## config.mk

```make
export PLATFORM = sky130hd
export DESIGN_NAME = reg_dump_ctrl_flat
export DESIGN_NICKNAME = d
export VERILOG_FILES = /design/src/rtl/reg_dump_ctrl_pkg.sv /design/src/rtl/reg_dump_ctrl_if.sv /design/src/rtl/reg_dump_ctrl_word2byte_ser.sv /design/src/rtl/reg_dump_ctrl.sv /design/src/flat_wrapper.sv
export SDC_FILE = /design/constraint.sdc
export NUM_CORES = 1
export LEC_CHECK = 0
export CORE_AREA = 2 2 85 87
export DETAILED_ROUTE_END_ITERATION = 16
export DIE_AREA = 0 0 87 89
export PLACE_DENSITY = 0.73
export SYNTH_ARGS = -nofsm -noshare
export SYNTH_HDL_FRONTEND = slang
export SYNTH_SLANG_ARGS = --single-unit
export TNS_END_PERCENT = 50
```

## constraint.sdc

```tcl
create_clock -name clk -period 2.95 [get_ports clk]
set_input_delay 0.59 -clock clk [delete_from_list [all_inputs] [get_ports clk]]
set_output_delay 0.59 -clock clk [all_outputs]
set_load 0.03 [all_outputs]
```

## src/rtl/reg_dump_ctrl_pkg.sv

```systemverilog
`default_nettype none
// ============================================================================
//  Module   : reg_dump_pkg
//  Purpose  : Shared types and constants for the register-file dump streamer.
//             FSM state encoding, bytes per captured word, header marker byte.
//  Macros   : REG_DUMP_PC_EN (consumed by reg_dump_ctrl; HDR state reserved)
//  Revision : 1.0 - initial release
// ============================================================================
package reg_dump_pkg;

    typedef enum logic [2:0] {
        IDLE = 3'd0,
        HDR  = 3'd1,
        SEL  = 3'd2,
        CAP  = 3'd3,
        SEND = 3'd4,
        DONE = 3'd5
    } state_t;

    localparam int         BYTES_PER_WORD = 4;
    localparam logic [7:0] HDR_MARKER     = 8'hA5;

endpackage
`default_nettype wire

```

## src/rtl/reg_dump_ctrl_if.sv

```systemverilog
`default_nettype none
// ============================================================================
//  Module   : reg_dump_ctrl_if
//  Purpose  : Bundles the register-file read port and the outgoing byte
//             stream of the dump controller.
//  Ports    : reg_sel   - register index into the register file
//             reg_data  - combinational read data for reg_sel
//             out_data  - stream byte
//             out_valid - out_data valid
//             out_ready - sink accepts byte when out_valid & out_ready
//  Modports : master (dump controller), slave (register file + byte sink)
//  Revision : 1.0 - initial release
// ============================================================================
interface reg_dump_ctrl_if #(
    parameter int SEL_W = 5
);
    logic [SEL_W-1:0] reg_sel;
    logic [31:0]      reg_data;
    logic [7:0]       out_data;
    logic             out_valid;
    logic             out_ready;

    modport master (
        output reg_sel,
        output out_data,
        output out_valid,
        input  reg_data,
        input  out_ready
    );

    modport slave (
        input  reg_sel,
        input  out_data,
        input  out_valid,
        output reg_data,
        output out_ready
    );
endinterface
`default_nettype wire

```

## src/rtl/reg_dump_ctrl_word2byte_ser.sv

```systemverilog
`default_nettype none
// ============================================================================
//  Module   : word2byte_ser
//  Purpose  : Loads a 32-bit word and presents it as BYTES_PER_WORD bytes,
//             MSB first. The byte only advances on an accepted transfer, so
//             the presented byte is stable while the sink stalls.
//  Ports    : clk, rstn - clock, asynchronous active-low reset
//             load_i    - capture word_i, restart byte counter
//             word_i    - word to serialise
//             en_i      - owner is presenting the byte as valid
//             ready_i   - sink ready
//             byte_o    - current byte (word MSB first)
//             last_o    - the final byte of the word is being accepted
//  Revision : 1.0 - initial release
// ============================================================================
module word2byte_ser
    import reg_dump_pkg::*;
(
    input  wire        clk,
    input  wire        rstn,
    input  wire        load_i,
    input  wire [31:0] word_i,
    input  wire        en_i,
    input  wire        ready_i,
    output logic [7:0] byte_o,
    output logic       last_o
);

    localparam logic [1:0] LAST_BYTE = 2'(BYTES_PER_WORD - 1);

    logic [31:0] shift_q, shift_d;
    logic [1:0]  bcnt_q, bcnt_d;
    logic        accept;

    always_comb begin
        accept  = en_i & ready_i;
        shift_d = shift_q;
        bcnt_d  = bcnt_q;
        if (load_i) begin
            shift_d = word_i;
            bcnt_d  = 2'd0;
        end else if (accept) begin
            shift_d = {shift_q[23:0], 8'h00};
            bcnt_d  = bcnt_q + 2'd1;
        end
        byte_o = shift_q[31:24];
        last_o = accept && (bcnt_q == LAST_BYTE);
    end

    always_ff @(posedge clk or negedge rstn) begin
        if (!rstn) begin
            shift_q <= '0;
            bcnt_q  <= '0;
        end else begin
            shift_q <= shift_d;
            bcnt_q  <= bcnt_d;
        end
    end

endmodule
`default_nettype wire

```

## src/rtl/reg_dump_ctrl.sv

```systemverilog
`default_nettype none
// ============================================================================
//  Module   : reg_dump_ctrl
//  Purpose  : On a start pulse, walks reg_sel over registers 0..NUM_REGS-1,
//             captures each word once and streams it out as bytes, MSB
//             first, on a valid/ready byte stream.
//  Ports    : clk, rstn - clock, asynchronous active-low reset
//             start     - dump request (ignored while busy)
//             abort     - synchronous cancel, back to IDLE, no done pulse
//             pc        - PC value for the optional header
//             bus       - register read port + byte stream (master side)
//             busy      - dump in progress (any state except IDLE)
//             done      - one-cycle pulse after the last byte is accepted
//  Macros   : REG_DUMP_PC_EN - when defined, a header of 0xA5 followed by
//             the PC (captured on the start cycle, MSB first) precedes the
//             register bytes. Undefined: pc is unused.
//  Revision : 1.0 - initial release
// ============================================================================
module reg_dump_ctrl
    import reg_dump_pkg::*;
#(
    parameter int NUM_REGS = 32,
    parameter int SEL_W    = 5
)(
    input  wire             clk,
    input  wire             rstn,
    input  wire             start,
    input  wire             abort,
    input  wire [31:0]      pc,
    reg_dump_ctrl_if.master bus,
    output logic            busy,
    output logic            done
);

    localparam logic [SEL_W-1:0] LAST_IDX = SEL_W'(NUM_REGS - 1);

    state_t           state_q, state_d;
    logic [SEL_W-1:0] idx_q, idx_d;
    logic [SEL_W-1:0] reg_sel_q, reg_sel_d;

    logic             ser_load;
    logic [31:0]      ser_word;
    logic             ser_en;
    logic [7:0]       ser_byte;
    logic             ser_last;
    logic             out_valid;
    logic             mark_phase;

`ifdef REG_DUMP_PC_EN
    logic [31:0]      pc_q, pc_d;
    logic             mark_q, mark_d;   // header marker byte already accepted
`else
    logic             unused_pc;
    assign unused_pc = ^pc;
`endif

    word2byte_ser u_ser (
        .clk     (clk),
        .rstn    (rstn),
        .load_i  (ser_load),
        .word_i  (ser_word),
        .en_i    (ser_en),
        .ready_i (bus.out_ready),
        .byte_o  (ser_byte),
        .last_o  (ser_last)
    );

    always_comb begin
        state_d    = state_q;
        idx_d      = idx_q;
        reg_sel_d  = reg_sel_q;
        ser_load   = 1'b0;
        ser_word   = bus.reg_data;
        ser_en     = 1'b0;
        out_valid  = 1'b0;
        mark_phase = 1'b0;
        busy       = (state_q != IDLE);
        done       = (state_q == DONE);
`ifdef REG_DUMP_PC_EN
        pc_d       = pc_q;
        mark_d     = mark_q;
`endif
        case (state_q)
            IDLE: begin
                if (start) begin
                    idx_d   = '0;
`ifdef REG_DUMP_PC_EN
                    pc_d    = pc;
                    mark_d  = 1'b0;
                    state_d = HDR;
`else
                    state_d = SEL;
`endif
                end
            end
`ifdef REG_DUMP_PC_EN
            HDR: begin
                out_valid = 1'b1;
                if (!mark_q) begin
                    // Marker byte comes from a constant; the PC word is
                    // loaded into the serialiser as the marker is taken.
                    mark_phase = 1'b1;
                    if (bus.out_ready) begin
                        mark_d   = 1'b1;
                        ser_load = 1'b1;
                        ser_word = pc_q;
                    end
                end else begin
                    ser_en = 1'b1;
                    if (ser_last) begin
                        state_d = SEL;
                    end
                end
            end
`endif
            SEL: begin
                // reg_sel is registered; CAP sees settled reg_data.
                reg_sel_d = idx_q;
                state_d   = CAP;
            end
            CAP: begin
                ser_load = 1'b1;
                state_d  = SEND;
            end
            SEND: begin
                out_valid = 1'b1;
                ser_en    = 1'b1;
                if (ser_last) begin
                    if (idx_q == LAST_IDX) begin
                        state_d = DONE;
                    end else begin
                        idx_d   = idx_q + 1'b1;
                        state_d = SEL;
                    end
                end
            end
            DONE: begin
                state_d = IDLE;
            end
            default: begin
                state_d = IDLE;
            end
        endcase
        // Abort overrides everything, including a start in IDLE.
        if (abort) begin
            state_d = IDLE;
            idx_d   = '0;
        end
    end

    always_ff @(posedge clk or negedge rstn) begin
        if (!rstn) begin
            state_q   <= IDLE;
            idx_q     <= '0;
            reg_sel_q <= '0;
`ifdef REG_DUMP_PC_EN
            pc_q      <= '0;
            mark_q    <= 1'b0;
`endif
        end else begin
            state_q   <= state_d;
            idx_q     <= idx_d;
            reg_sel_q <= reg_sel_d;
`ifdef REG_DUMP_PC_EN
            pc_q      <= pc_d;
            mark_q    <= mark_d;
`endif
        end
    end

    assign bus.reg_sel   = reg_sel_q;
    assign bus.out_valid = out_valid;
    assign bus.out_data  = mark_phase ? HDR_MARKER : ser_byte;

endmodule
`default_nettype wire

```

## src/flat_wrapper.sv

```systemverilog
// flat-port wrapper written by rule: the top's interface ports become plain ports
module reg_dump_ctrl_flat import reg_dump_pkg::*;
#(
    parameter int NUM_REGS = 32,
    parameter int SEL_W    = 5
)
  (clk, rstn, start, abort, pc, busy, done, bus_reg_sel, bus_out_data, bus_out_valid, bus_reg_data, bus_out_ready);
  reg_dump_ctrl_if #(.SEL_W(SEL_W)) bus_i ();
  input  wire clk;
  input  wire rstn;
  input  wire start;
  input  wire abort;
  input  wire [31:0] pc;
  output logic busy;
  output logic done;
  output wire logic [$bits(bus_i.reg_sel)-1:0] bus_reg_sel;
  output wire logic [$bits(bus_i.out_data)-1:0] bus_out_data;
  output wire logic [$bits(bus_i.out_valid)-1:0] bus_out_valid;
  input wire logic [$bits(bus_i.reg_data)-1:0] bus_reg_data;
  input wire logic [$bits(bus_i.out_ready)-1:0] bus_out_ready;
  assign bus_reg_sel = bus_i.reg_sel;
  assign bus_out_data = bus_i.out_data;
  assign bus_out_valid = bus_i.out_valid;
  assign bus_i.reg_data = bus_reg_data;
  assign bus_i.out_ready = bus_out_ready;
  reg_dump_ctrl #(.NUM_REGS(NUM_REGS), .SEL_W(SEL_W)) u_core (.clk(clk), .rstn(rstn), .start(start), .abort(abort), .pc(pc), .bus(bus_i), .busy(busy), .done(done));
endmodule
```

Word-level counts from Yosys, hierarchy flattened:

Cells that the tools add are included.

* input bits: 69
* register bits after elaboration: 47
* logic and storage cells: 40
* output and inout bits: 16

* reduce and logical (&&, ||, !) cells: 7
* equal/unequal tests: 9
* multiplexer cells: 16
* bitwise operators: 1
* $add $sub $neg: 2

Operator list (number)
* $mux 32: 2
* $mux 5: 4
* $mux 3: 4
* $pmux 3 s4: 1
* $pmux 5 s2: 1
* $eq 3x2->1 const B: 2
* $eq 3x3->1 const B: 2
* $ne 3x3->1 const B: 2
* $reduce_bool 3->1: 2
* $add 5x1->5 const B: 1
* $eq 5x5->1 const B: 1
* $mux 2: 2
* $reduce_and 4->1: 1
* $logic_not 3->1: 1
* $ne 3x2->1 const B: 1
* $add 2x1->2 const B: 1
* $eq 2x2->1 const B: 1
* $mux 1: 2
* $reduce_and 2->1: 1
* $reduce_bool 2->1: 1
* $and 1x1->1: 1
* $logic_and 1x1->1: 1

Depth between registers and ports, before layout:

Gate-level depths: netlist (run 1).

* depth after elaboration: 7
* mapped depth: 6

Hierarchy:

A second synthesis (run 1) with hierarchy kept.

* cell total of the unflattened synthesis: 249
* area, all modules: 2636.3 µm²

Modules (own cells, without submodules)
* word2byte_ser: sequential area each 850.8 µm², area an instance 1973.1 µm², cells an instance 190, instances 1
* reg_dump_ctrl: sequential area each 325.3 µm², area an instance 663.1 µm², cells an instance 59, instances 1

Least setup slack after synthesis (run 1):

OpenSTA, ideal clock, no wires.

* kind: register to register
* start point: reg u_core.idx_q[0]
* end point: reg u_core.idx_q[1]
* setup time: 79 ps
* clock period less this slack: 1712 ps
* cell stages (with the launch flop): 7
* path slack: 1238 ps
* arrival time: 1633 ps
* cells stage by stage: dfrtp_1 ha_1 and3_1 ha_1 and4b_1 o21a_1 mux2i_1

* longest elaborated chain between the ends: 5
* elaborated cells between the ends (all ways): 8
* those cells by class: 1 x add/sub; 2 x eq/ne; 4 x mux; 1 x reduce/logical

Ends and longest elaborated chain
* start, declared: line reg_dump_ctrl.sv:38 `logic [SEL_W-1:0] idx_q, idx_d;`
* start signal, assigned: line reg_dump_ctrl.sv:162 `idx_q <= idx_d;`
* $add 5x1->5: line reg_dump_ctrl.sv:132 `idx_d = idx_q + 1'b1;`
* $mux 5: line reg_dump_ctrl.sv:129 `if (idx_q == LAST_IDX) begin`
* $mux 5: line reg_dump_ctrl.sv:128 `if (ser_last) begin`
* $pmux 5 s2: line reg_dump_ctrl.sv:83 `case (state_q)`
* $mux 5: line reg_dump_ctrl.sv:145 `if (abort) begin`

Several ways; a longest one is shown, not always the timed one. The select of a mux whose other input is x is not followed.
A chain may end at the register's enable or synchronous reset.

Final worst setup path (run 1):

* start point: reg u_core.state_q[2]
* end point: out bus_out_valid

* longest elaborated chain between the ends: 2

Ends and longest elaborated chain
* start, declared: line reg_dump_ctrl.sv:37 `state_t state_q, state_d;`
* start signal, assigned: line reg_dump_ctrl.sv:161 `state_q <= state_d;`
* $eq 3x3->1: line reg_dump_ctrl.sv:83
* $mux 1: line reg_dump_ctrl.sv:83
* end, declared: line flat_wrapper.sv:18 `output wire logic [$bits(bus_i.out_valid)-1:0] bus_out_valid;`

Every way passes these cells.

==> key figures, run 1 <==
Status
  – Outcome: finished clean

Timing
  – Period utilization: 84.65%
  – Clock skew: 0.004253 ns
  – Final Hold Fails: 0
  – Fmax: 400.5 MHz
  – Setup violations, final: 0
  – Final TNS setup: 0 ns
  – Final min period: 2.497 ns
  – RSZ-0062 raised after global routing: false
  – WHS: 0.2468 ns
  – Slew headroom: 54.16%
  – Max-slew violation count: 0
  – Slew @ Worst Pin: 0.6876 ns

Final layout
  – Fillers: 650
  – Most frequent cells in the layout: 51 x clkdlybuf4s50_1, 47 x dfrtp_1, 29 x nand2_1
  – Antenna cell count: 0
  – Fraction of layout cells with a size suffix above 1: 12.70%
  – Area of the multi-input gates: 955.9 um2
  – Commonest non-fill, non-tap cell in the layout: clkdlybuf4s50_1
  – Register area: 0.001176 mm2
  – Final nets: 315
  – Area Overhead vs Synth: 26.18%

Clock network
  – Maximum clock insertion buffer count: 2
  – Worst-Skew Late Latency: 0.29 ns
  – # resized after CTS: 0
  – Max H-tree Level: 2
  – TritonCTS Sinks: 47
  – Worst-path clk slew: 0.09 ns
  – Post-cts hold buffer count: 0
  – Clock root buffer: clkbuf_8
  – Setup bufs post-CTS: 0
  – CTS tree: built
  – CTS buffer count: 5

Drt
  – Drt total wl: 4621 um
  – Drt wl/cell: 14.26 um
  – Pre-antenna DRT Iters: 4
  – Vias: 1,588
  – Routed Antenna Nets: 0
  – DRC viols: 0
  – Initial DRC Count: 81
  – Vias per inst: 4.901

Global route
  – Vias in the first global route: 1,615
  – First-pass GRT wire length: 7721 um
  – Largest net degree at the start of global routing: 39
  – Initial antenna violation count: 0
  – Global route overflow: 0
  – Total track usage: 12.69%

Worst setup path
  – Worst setup path class: reg -> out
  – Critical Path AT: 1.91 ns
  – Critical Path RT: 2.36 ns
  – CP endpoint kind: output pin
  – Crit-path max FO: 12
  – Startpoint types: flip-flop

Die
  – Die width: 87 um
  – FP Rows: 30
  – Die height: 89 um
  – I/O Pins: 85
  – Core footprint: 0.006719 mm2
  – Die area: 0.007743 mm2
  – Initial Utilization: 34.28%

Synth
  – Syn Area/Cell: 11.46 um2
  – Synth unique cells: 38
  – Largest area contributor in the netlist: dfrtp_1
  – Post-synth top area share: 51.06%
  – Post-synth EDFFs: 0
  – Post-Syn Nets: 273
  – Area contributors post-synth: dfrtp_1 51%, mux2i_1 10%, nand2_1 4.7%
  – Post-synthesis cell area: 0.002303 mm2
  – Yosys reg bits: 47
  – Post-Syn Instances: 201
  – Yosys warns: 0
  – Asr flop ratio synth: 100.0%
  – Share of the yosys chip area belonging to registers: 51.06%
  – Top FF cell, synth: dfrtp_1

Power
  – P_leak: 1.209 nW
  – PwrDens: 682.6 mW/mm2
  – VDD IR max: 0.0002778 V

Placed design
  – HPWL Detailed: 3261 um
  – IO buf count: 52
  – RD Place Congestion: 0.7693

Worst hold path
  – Hold/Removal Path Class: in -> async

Flow run
  – Number of max-cap violations: 0
[sequential cells by signal (all words and copies together) (netlist names)]
signal / cells
u_core.bus.reg_sel: 5
u_core.state_q: 3
u_core.idx_q: 5
u_core.u_ser.shift_q: 32
u_core.u_ser.bcnt_q: 2
[final cells by class]
| cell class | count | share of cell area, % |
|---|---|---|
| Multi-Input combinational cell | 132 | 32.89 |
| Clock inverter | 3 | 1.507 |
| Timing Repair Buffer | 56 | 19.20 |
| Clock buffer | 5 | 2.368 |
| Inverter | 1 | 0.1291 |
| Sequential cell | 47 | 40.46 |
| Tap cell | 80 | 3.444 |
[report_power, final]
part	switching [W]	internal, W
Combinational	0.000265	0.000280
Sequential	0.000125	0.000843
Clock	0.000219	0.000253
Total	0.000608	0.00138
[critical path, stage by stage, from the launching register on]
cell and delay (ns):
dfrtp_1 0.52, nor3b_2 0.24, buf_4 0.18, clkdlybuf4s50_1 0.67
[metal layers]
layer,vias up,GRT usage [%],routed length [um]
li1,793,-,-
met1,762,17.02,2216
met2,31,20.61,2217
met3,2,3.139,164
met4,0,3.409,21
met5,-,0,0
[cell families after synthesis]
| group | after synthesis | synth area share, % |
|---|---|---|
| fa+ha+maj | 3 | 1.630 |
| flops | 47 | 51.06 |
| mux | 29 | 12.87 |
| xor+xnor | 1 | 0.3803 |
| compound gates | 45 | 13.47 |
| simple gates | 54 | 13.09 |
| buf+inv | 22 | 7.495 |
[synth_stat cells, drive strengths merged, types with 2 or more instances]
master,count
dfrtp,47
nand2,29
mux2i,24
o21ai,24
buf,20
a22o,11
mux2,5
nand3,4
a21oi,3
and3b,3
ha,3
nor2,3
a21o,2
nand2b,2
nor2b,2
nor3b,2
or3,2
[stage by stage]
step / worst slack, ns / total power (W) / instances / utilization (%) / area [um2]
finish: 0.4529 / 0.001984 / 324 / 43.26 / 2907
global route: 0.3504 / 0.002116 / 324 / 43.26 / 2907
CTS: 0.4444 / 0.002017 / 324 / 43.26 / 2907
detailed placement: 0.6686 / 0.001534 / 316 / 41.58 / 2794
global placement: 0.6645 / 0.001507 / 316 / 41.58 / 2794
floorplan: 1.238 / 0.001367 / 201 / - / 2303
[path summary, 6_finish.rpt]
path	from	to	slack (ns)	cells past startpoint
worst min-delay path	rstn	u_core.idx_q[2]$_DFFE_PN0P_	0.25	1
max in group asynchronous	rstn	u_core.u_ser.shift_q[10]$_DFFE_PN0P_	1.98	2
worst min register to register	u_core.u_ser.shift_q[20]$_DFFE_PN0P_	u_core.u_ser.shift_q[20]$_DFFE_PN0P_	0.50	1
worst max register to register	u_core.state_q[0]$_DFFE_PN0P_	u_core.u_ser.shift_q[21]$_DFFE_PN0P_	0.99	4
worst max-delay path	u_core.state_q[2]$_DFFE_PN0P_	bus_out_valid	0.45	3
min in group clk	u_core.u_ser.shift_q[20]$_DFFE_PN0P_	u_core.u_ser.shift_q[20]$_DFFE_PN0P_	0.50	1
(Power assumes the default switching activity.)
==> run 2, diff against run 1 <==
- clock period: 2.95 -> 2.6 ns (I/O delays scaled with it)
==> run 2 against run 1 <==
Effect of this change:
- worst setup slack lost 0.17 ns
- via count rose by 2.1%
- clock skew increased by 0.0012 ns
- core utilization increased by 0.15 points
- global-route usage decreased by 0.50 points
- total power grew 8.7%
- first-iteration DRC count down 56%
- die area is the same
- hold slack lost 0.033 ns
- cell count is 0.93% higher
- cell area is 0.34% higher
- combinational power is 15% higher
- critical path type unchanged
- largest cell class unchanged
==> key figures, run 2 (synthesis gave the netlist of run 1 again) <==
Status
  – Outcome: finished clean

Placed design
  – HPWL Detailed: 3315 um
  – Placed cell areas: 0.002829 mm2
  – RD Place Congestion: 0.7834
  – DP Worst Slack: 0.3540 ns
  – IO buf count: 52

Worst setup path
  – Worst path max stage delay: 0.70 ns
  – Worst R2R End: u_core.idx_q[1]$_DFFE_PN0P_
  – Reg2Reg Depth: 6
  – CP endpoint kind: output pin
  – Startpoint types: flip-flop
  – Worst setup path class: reg -> out
  – CP max stage cell: clkdlybuf4s50_1
  – Reg2reg start: u_core.idx_q[0]$_DFFE_PN0P_
  – Critical Path RT: 2.08 ns
  – Crit-path max FO: 12
  – Reg2Reg Setup Slack: 0.69 ns
  – Critical Path AT: 1.80 ns
  – Worst path cell trace: nor3b_2, clkdlybuf4s50_1

Final layout
  – Final nets: 318
  – Area Overhead vs Synth: 26.62%
  – Register area: 0.001176 mm2
  – Most frequent cells in the layout: 51 x clkdlybuf4s50_1, 47 x dfrtp_1, 29 x nand2_1
  – Fillers: 653
  – Antenna cell count: 0
  – Commonest non-fill, non-tap cell in the layout: clkdlybuf4s50_1
  – Area of the multi-input gates: 955.9 um2
  – Fraction of layout cells with a size suffix above 1: 13.77%
  – Biggest register: u_core.u_ser.shift_q
  – Largest register FFs: 32
  – Post-route cell area: 0.002917 mm2

Clock network
  – TritonCTS Sinks: 47
  – Post-cts hold buffer count: 0
  – Worst-Skew Late Latency: 0.30 ns
  – Maximum clock insertion buffer count: 2
  – Worst-path clk slew: 0.09 ns
  – # resized after CTS: 0
  – CTS tree: built
  – CTS buffer count: 5
  – Max H-tree Level: 2
  – Clock root buffer: clkbuf_8
  – Setup bufs post-CTS: 0

Drt
  – Vias per inst: 4.960
  – Vias: 1,622
  – Pre-antenna DRT Iters: 4
  – Drt wl/cell: 14.03 um
  – Drt total wl: 4589 um
  – Initial DRC Count: 36
  – Routed Antenna Nets: 0
  – DRC viols: 0

Timing
  – RSZ-0062 raised after global routing: false
  – Final TNS setup: 0 ns
  – Final min period: 2.319 ns
  – Setup violations, final: 0
  – Clock skew: 0.005441 ns
  – Slew headroom: 61.05%
  – Final Hold Fails: 0
  – Max-slew violation count: 0
  – Fmax: 431.3 MHz
  – Period utilization: 89.18%
  – Slew @ Worst Pin: 0.5843 ns
  – Min setup slack post-route: 0.2814 ns

Global route
  – Vias in the first global route: 1,537
  – Total track usage: 12.19%
  – First-pass GRT wire length: 7389 um
  – Largest net degree at the start of global routing: 46
  – Initial antenna violation count: 0
  – Global route overflow: 0

Die
  – Core footprint: 0.006719 mm2
  – Die area: 0.007743 mm2
  – Initial Utilization: 34.28%
  – I/O Pins: 85
  – Die height: 89 um
  – FP Rows: 30
  – Die width: 87 um

Power
  – VDD IR max: 0.0002837 V
  – P_leak: 1.219 nW
  – PwrDens: 739.4 mW/mm2

Worst hold path
  – Hold/Removal Path Class: in -> async

Flow run
  – Number of max-cap violations: 0
## run 2: cell types whose count changed in the layout (fill, tap and decap cells not counted)
cell	before	now
buf_12	1	2
buf_4	3	5
bufinv_16	1	0
clkinv_2	1	2
clkinv_4	1	0
inv_6	0	1
## run 2: cell type report
| class | count | share of cell area, % |
|---|---|---|
| tap | 80 | 3.432 |
| timing repair buffer | 59 | 20.33 |
| inverter | 1 | 0.1287 |
| clock buffer | 5 | 2.360 |
| sequential | 47 | 40.33 |
| multi-input combinational | 132 | 32.78 |
| clock inverter | 3 | 0.6435 |
## run 2: metal layers
| layer | routed length [um] | global-route usage, % | share of wire, % |
|---|---|---|---|
| met5 | 0 | 0 | 0 |
| met2 | 2234 | 19.92 | 49 |
| met3 | 184 | 3.232 | 4.0 |
| met1 | 2121 | 15.94 | 46 |
| met4 | 48 | 3.693 | 1.0 |
## run 2: how the worst max path moves through the flow
stage	from	endpoint	slack [ns]	cells after the start
2_1_floorplan	u_core.idx_q[0]$_DFFE_PN0P_	u_core.idx_q[1]$_DFFE_PN0P_	0.89	6
3_3_place_gp	bus_out_ready	u_core.u_ser.shift_q[14]$_DFFE_PN0P_	0.38	5
3_5_place_dp	bus_out_ready	u_core.u_ser.shift_q[22]$_DFFE_PN0P_	0.35	5
4_1_cts	u_core.state_q[1]$_DFFE_PN0P_	busy	0.27	2
5_1_grt	u_core.state_q[1]$_DFFE_PN0P_	busy	0.19	2
6_report	u_core.state_q[2]$_DFFE_PN0P_	bus_out_valid	0.28	2
## run 2: critical path: cells and delay by family, from the launching register on
| family | cells | cell delay, ns |
|---|---|---|
| buffers and inverters | 1 | 0.70 |
| DFF | 1 | 0.53 |
| and+or+nand+nor | 1 | 0.27 |
## run 2: power by group
group	internal, W	switching [W]
logic	0.000322	0.000303
clock network	0.000190	0.000248
registers	0.000956	0.000137
## run 2: per-stage QoR
| step | total power, W | std cells | util [%] | hold WS, ns |
|---|---|---|---|---|
| floorplan | 0.001551 | 201 | - | 0.2244 |
| global placement | 0.001716 | 319 | 42.10 | 0.4729 |
| detailed placement | 0.001744 | 319 | 42.10 | 0.4703 |
| CTS | 0.002190 | 327 | 43.41 | 0.2255 |
| global route | 0.002288 | 327 | 43.41 | 0.2501 |
| finish | 0.002156 | 327 | 43.41 | 0.2140 |
==> run 3, diff against run 2 <==
- CTS_CLUSTER_DIAMETER: not set -> 40
==> results of run 3 <==
No change in the layout: final DEF, timing and power equal those of run 2.
